### config.mk
export PLATFORM = sky130hd
export DESIGN_NAME = sng
export DESIGN_NICKNAME = d
export VERILOG_FILES = /design/src/rtl/sng_pkg.sv /design/src/rtl/sng_lfsr.sv /design/src/rtl/sng.sv
export SDC_FILE = /design/constraint.sdc
export NUM_CORES = 1
export LEC_CHECK = 0
export BUFFER_PORTS_ARGS = -buffer_cell sky130_fd_sc_hd__buf_4
export CORE_AREA = 2 2 39 41
export DETAILED_ROUTE_END_ITERATION = 6
export DIE_AREA = 0 0 41 43
export GPL_TIMING_DRIVEN = 0
export PLACE_DENSITY_LB_ADDON = 0.12
export SLEW_MARGIN = 20
export SYNTH_ARGS = -nofsm -noshare
export SYNTH_HDL_FRONTEND = slang
export SYNTH_SLANG_ARGS = --single-unit
### constraint.sdc
create_clock -name i_clk_sng -period 1.2 [get_ports i_clk_sng]
set_clock_uncertainty 0.1 [all_clocks]
set_input_delay 0.24 -clock i_clk_sng [delete_from_list [all_inputs] [get_ports i_clk_sng]]
set_output_delay 0.24 -clock i_clk_sng [all_outputs]
set_load 0.03 [all_outputs]
### src/rtl/sng_pkg.sv
// Shared defaults and state encoding for the
// stochastic number generator.
package sng_pkg;

    localparam int unsigned WIDTH_DEF = 4;
    localparam logic [3:0]  SEED_DEF  = 4'b0001;

    typedef enum logic {
        IDLE = 1'b0,
        RUN  = 1'b1
    } sng_state_t;

endpackage

### src/rtl/sng_lfsr.sv
// De Bruijn sequencer: an LFSR with the all-zero
// state spliced in so every WIDTH-bit value appears.
module sng_lfsr
    import sng_pkg::*;
#(
    parameter int unsigned WIDTH = WIDTH_DEF
) (
    input  logic             clk,
    input  logic             rst,
    input  logic             load,
    input  logic             en,
    input  logic [WIDTH-1:0] seed,
    output logic [WIDTH-1:0] state
);

    logic             fb;
    logic [WIDTH-1:0] r_q;

    // Flipping the feedback at the zero boundary inserts 0
    // between 100..0 and 00..01.
    always_comb begin
        fb = r_q[WIDTH-1] ^ r_q[WIDTH-2]
           ^ (r_q[WIDTH-2:0] == '0);
    end

    always_ff @(posedge clk) begin
        if (rst || load) begin
            r_q <= seed;
        end else if (en) begin
            r_q <= {r_q[WIDTH-2:0], fb};
        end
    end

    assign state = r_q;

endmodule

### src/rtl/sng.sv
// Binary-to-stochastic converter: each RUN cycle emits
// (x_q > r) against a full-period random source.
module sng
    import sng_pkg::*;
#(
    parameter int unsigned      WIDTH = WIDTH_DEF,
    parameter logic [WIDTH-1:0] SEED  = WIDTH'(SEED_DEF)
) (
    input  logic             i_clk_sng,
    input  logic             i_rst_sng,
    input  logic [WIDTH-1:0] i_x_bn,
    input  logic             i_start_sng,
    input  logic             i_stop_sng,
    output logic             o_sn_bit
);

    sng_state_t       state_q;
    sng_state_t       state_d;
    logic [WIDTH-1:0] x_q;
    logic [WIDTH-1:0] cnt_q;
    logic [WIDTH-1:0] r;
    logic             lfsr_load;
    logic             lfsr_en;
    logic             bit_d;

    sng_lfsr #(
        .WIDTH (WIDTH)
    ) u_lfsr (
        .clk   (i_clk_sng),
        .rst   (i_rst_sng),
        .load  (lfsr_load),
        .en    (lfsr_en),
        .seed  (SEED),
        .state (r)
    );

    always_comb begin
        state_d   = state_q;
        lfsr_load = 1'b0;
        lfsr_en   = 1'b0;
        bit_d     = 1'b0;
        if (i_start_sng) begin
            state_d   = RUN;
            lfsr_load = 1'b1;
        end else if (i_stop_sng) begin
            state_d = IDLE;
        end else if (state_q == RUN) begin
            lfsr_en = 1'b1;
            bit_d   = (x_q > r);
        end
    end

    always_ff @(posedge i_clk_sng) begin
        if (i_rst_sng) begin
            state_q  <= IDLE;
            x_q      <= '0;
            cnt_q    <= '0;
            o_sn_bit <= 1'b0;
        end else begin
            state_q  <= state_d;
            o_sn_bit <= bit_d;
            if (i_start_sng) begin
                x_q   <= i_x_bn;
                cnt_q <= '0;
            end else if (lfsr_en) begin
                cnt_q <= cnt_q + 1'b1;
            end
        end
    end

endmodule

=== Word level (Yosys, flattened, before mapping) ===
Index checks and enable logic that the tools add are counted.

* Flip-flop bits (word level): 10
* Input port bits: 8
* Memory bits (read-only): 0
* Memories: 0
* Bits in latches: 0
* Memory bits (writable): 0
* Word-level logic and storage cells: 18

* $add $sub $neg: 0
* $mul: 0
* Equality and inequality tests: 0
* Shifts and indexed selects: 0
* Bitwise logic cells: 3
* Order comparisons: 1
* Divide/modulo/power cells: 0
* Reductions and logical operators: 4
* Multiplexer cells: 6

{| class="wikitable"
|+ Operators with widths
! kind !! number
|-
| 1-bit 2-to-1 mux || 6
|-
| 4-bit > comparator || 1
|-
| 4-bit OR reduction || 1
|-
| 3-bit zero test || 1
|-
| 2-bit nonzero test || 1
|-
| 1-bit XOR || 2
|-
| 1-bit logical OR || 1
|-
| 1-bit inverter || 1
|}

=== Logic depth before layout (Yosys ltp) ===
* Word-level depth: 3
* Mapped depth: 5

=== By module ===
From an unflattened synthesis, not the netlist that was laid out.

* Cells, all modules: 47
* Area total of the unflattened synthesis: 524.3 µm²

{| class="wikitable"
|+ Modules (own cells, without submodules)
! module !! area each (µm²) !! sequential area each (µm²) !! times used !! cells an instance
|-
| sng || 326.6 || 120.1 || 1 || 35
|-
| sng_lfsr || 197.7 || 120.1 || 1 || 12
|}

=== Worst setup path after synthesis ===
OpenSTA, ideal clock, no wires.

* Path kind: register to register
* From: reg u_lfsr.r_q[1] (netlist: u_lfsr.state[1])
* To: reg o_sn_bit
* Path slack: -10 ps
* Required time: 978 ps
* Path buffers: 0
* Stages on the path, launching flop included: 6
* Arrival time: 987 ps
* Cell sequence: dfxtp_1 inv_1 ha_1 nor2b_1 o211ai_1 a21oi_1

* Cells in the longest elaborated chain, start to end: 1

{| class="wikitable"
|+ RTL lines
! what !! RTL line !! text
|-
| start, declared || sng_lfsr.sv:17 || <nowiki>logic [WIDTH-1:0] r_q;</nowiki>
|-
| start signal, assigned || sng_lfsr.sv:30 || <nowiki>r_q <= {r_q[WIDTH-2:0], fb};</nowiki>
|-
| 4-bit > comparator || sng.sv:49 || <nowiki>bit_d = (x_q > r);</nowiki>
|-
| end signal, assigned || sng.sv:61 || <nowiki>o_sn_bit <= bit_d;</nowiki>
|-
| end, declared || sng.sv:14 || <nowiki>output logic o_sn_bit</nowiki>
|}

Every way passes these cells.
A chain may end at the register's enable or synchronous reset.

=== Worst setup path in the final report ===
Same ends and word-level chain as after synthesis.

==> out/qor.log <==
[run_status] run status complete, no violations
[power_and_ir_drop] Clk network pwr share 0.347
[placement] hpwl dp 650 um
[synth] cells taking the most area after synthesis sky130_fd_sc_hd__dfxtp_1, sky130_fd_sc_hd__mux2i_1, sky130_fd_sc_hd__ha_1, sky130_fd_sc_hd__nor2_1, sky130_fd_sc_hd__a21oi_1
[synth] library cell with the largest summed area after synthesis sky130_fd_sc_hd__dfxtp_1
[route] total via count after detailed routing 388
[global_routing] grt total ovfl 0
[floorplanning] ports placed on the boundary 9
[route] count of TritonRoute iterations in the first routing pass 3
[route] Met3 Wirelength 39 um
[route] post-detailed-route count of antenna-violating nets 0
[clock_tree] Max clock buf depth 2
[synth] most numerous cell in the Yosys netlist sky130_fd_sc_hd__dfxtp_1
[synth] post-synthesis average cell area 9.58 sq um
[placement] GPL Wtd Cong 0.792
[clock_tree] number of sinks driven by the clock tree 10
[floorplanning] effective utilization at floorplan 0.360
[sta] Max-slew headroom 0.751
[flow_run] number of max-capacitance violations reported 0
[power_and_ir_drop] design internal power 0.507 mW
[cells_and_area] ratio of cells with drive above 1 in the final layout 0.365
[cells_and_area] filler cell count in the final layout 149
[synth] Yosys warnings 0
[sta] final hold violation count 0
[route] number of vias per cell after detailed routing 4.91
[global_routing] wire length of the first global-routing pass 1680 um
[route] WL/cell 12.3 um
[cells_and_area] summed area of non-filler cells in the final layout 636 sq um
[synth] flip-flop and latch count after synthesis 10
[power_and_ir_drop] sw power 0.168 mW
[synth] Synth top area share 0.402
[floorplanning] Die Span Y 43 um
[min_path] worst hold path type input port to flop
[synth] EDFF count, synth 0
[cells_and_area] total inserted antenna cells 0
[cells_and_area] Seq. cell area 210 sq um
[route] final WL 969 um
[synth] combined area of all synthesized cells 498 sq um
[route] top routing layer in use met4
[synth] post-synth net total 64
[clock_tree] later-pin clock latency in the skew report 0.27 ns
[cells_and_area] combined area of the multi-input logic cells 288 sq um
[synth] cell types with the highest counts after synthesis sky130_fd_sc_hd__dfxtp_1, sky130_fd_sc_hd__nor2_1, sky130_fd_sc_hd__mux2i_1
[floorplanning] horizontal extent of the die 41 um
[synth] post-synthesis cell type count 22
[floorplanning] # rows 14
[sta] Final Max Tran Viols 0
[critical_path] terminus of the critical flop-to-flop path o_sn_bit
[critical_path] WP data arrival 1.25 ns
[global_routing] largest net degree at the start of global routing 9
[route] DRC Markers 0
[route] routed metal-1 wirelength 441 um
[route] iteration-0 DRC count of the detailed router 6
[clock_tree] clock tree from TritonCTS done
[sta] ratio of final minimum period to clock period 0.994
[power_and_ir_drop] switching portion of total power 0.249
[sta] shortest clock period the worst path allows after layout 1.19 ns
[critical_path] crit path capture type flop
[critical_path] flop-to-flop setup slack 0.008 ns
[placement] instance area after placement 564 sq um
[sta] Final setup viols 0
[clock_tree] clock transition time at the flip-flop clock pins of the worst setup and hold paths 0.06 ns
[synth] count of mapped cells out of synthesis 52
[critical_path] critical path fanouts, max 2
[global_routing] number of antenna violations at the first check in global routing 0
[clock_tree] Root Driver sky130_fd_sc_hd__clkbuf_4
[power_and_ir_drop] peak supply drop 0.000503 V
[min_path] worst min-delay path endpoint x_q[1]
[critical_path] startpoint of the lowest-slack register-to-register path u_lfsr.state[1]
[min_path] hold_sp i_x_bn[1]
[critical_path] nature of the critical path startpoint flop
[floorplanning] die footprint 1760 sq um
[global_routing] via count of the first global-routing pass 363
[cells_and_area] post-layout utilization of the core 0.459
[min_path] Hold Path Stages 3
[synth] share of synthesized area occupied by flip-flops and latches 0.402
[clock_tree] total CTS buffers 3
[sta] highest attainable clock frequency 839 MHz
[sta] total negative slack for setup checks 0 ns
[placement] number of buffer cells added on primary ports 6
[power_and_ir_drop] logic gate share of total power 0.134
[power_and_ir_drop] power after layout 0.674 mW
[critical_path] required time worst endpoint 1.26 ns
[sta] Hold Slack 0.100 ns
[route] DR WL met2 449 um
[cells_and_area] signed area change from the synthesized netlist to the final layout 27.6%
[power_and_ir_drop] Reg power frac 0.519
[power_and_ir_drop] Static Leak 0.252 nW
[cells_and_area] final net count 77
[floorplanning] placeable core region 1380 sq um
[critical_path] Register-to-Register Path Depth 5
[critical_path] kind of critical path flop to flop
[synth] post-synthesis async set-or-reset flop share 0
[sta] transition time at the pin with the least slew margin 0.374 ns
[synth] flip-flop cell with the highest count after synthesis sky130_fd_sc_hd__dfxtp_1
[clock_tree] H-tree level count 1
[global_routing] all-layer global routing usage 0.147
[sta] setup repair after global routing missed its margin true
[power_and_ir_drop] Cell Pwr Density 1060 nW/um^2
[cell families (layout without fill, tap and decap cells)]
logic type,after synthesis,after routing,synth area share
compound gates,7,7,0.0955
mux,6,6,0.121
flops,10,10,0.402
buf+inv,7,18,0.0703
simple gates,18,18,0.211
fa+ha+maj,4,4,0.101
[power by group through the flow]
stage / combinational, mW / sequential [mW] / clock [mW]
after CTS: 0.0877 / 0.350 / 0.241
after floorplan: 0.0572 / 0.358 / 0
after global routing: 0.100 / 0.351 / 0.261
final: 0.0902 / 0.350 / 0.234
after detailed placement: 0.0830 / 0.359 / 0
after global placement: 0.0823 / 0.360 / 0
[worst max-delay path by stage]
stage / start / cells past startpoint / endpoint
after floorplan: u_lfsr.state[1] / 5 / o_sn_bit
after global routing: u_lfsr.state[1] / 5 / o_sn_bit
after global placement: u_lfsr.state[1] / 5 / o_sn_bit
after CTS: u_lfsr.state[1] / 5 / o_sn_bit
after detailed placement: u_lfsr.state[1] / 5 / o_sn_bit
final: u_lfsr.state[1] / 5 / o_sn_bit
[layer usage]
layer / vias to the layer above / global-route usage
li1: 199 / -
met4: 0 / 0.120
met5: - / 0
met3: 5 / 0.0471
met1: 176 / 0.197
met2: 8 / 0.184
[critical path, cell delays in order (launching register included)]
cell and delay, ns:
sky130_fd_sc_hd__dfxtp_2 0.34, sky130_fd_sc_hd__inv_2 0.05, sky130_fd_sc_hd__ha_4 0.20, sky130_fd_sc_hd__nor2b_1 0.12, sky130_fd_sc_hd__o211ai_1 0.18, sky130_fd_sc_hd__a21oi_1 0.09
[flip-flops by register name, summed over array words and instances (netlist names)]
| name | count |
|---|---|
| o_sn_bit | 1 |
| state_q | 1 |
| u_lfsr.state | 4 |
| x_q | 4 |
[layout by cell type, fill, tap and decap left out, drive strengths merged]
master  netlist  layout
nor2          7       7
nor3          2       2
ha            4       4
and2          1       1
inv           4       4
o21ai         1       1
nand3         1       1
a21oi         3       3
mux2i         6       6
nor2b         2       2
nand3b        1       1
and3          1       1
nand4         1       1
o31ai         1       1
nand2b        2       2
a211oi        1       1
buf           2      10
clkbuf        1       4
dfxtp        10      10
o211ai        1       1
[layout make-up]
class / count / area share
clock buffer: 3 / 0.0354
inverter: 4 / 0.0236
buffer: 3 / 0.0315
multi-input combinational: 35 / 0.453
timing repair buffer: 8 / 0.0945
sequential: 10 / 0.331
tap: 16 / 0.0315
[per-stage QoR]
step / cells / setup slack [ns]
after floorplan: 52 / 0.0138
after global placement: 74 / -0.0850
after detailed placement: 74 / -0.0813
after CTS: 78 / -0.0293
after global routing: 79 / -0.0253
final: 79 / 0.00751
[what timing repair did]
item,CTS,global route
buffers inserted,1,1
resized for setup,4,4
endpoints found under the setup margin,1,1
hold buffers,0,0
pin swaps,3,3
hold endpoints to repair,0,0
(Power assumes the default switching activity.)
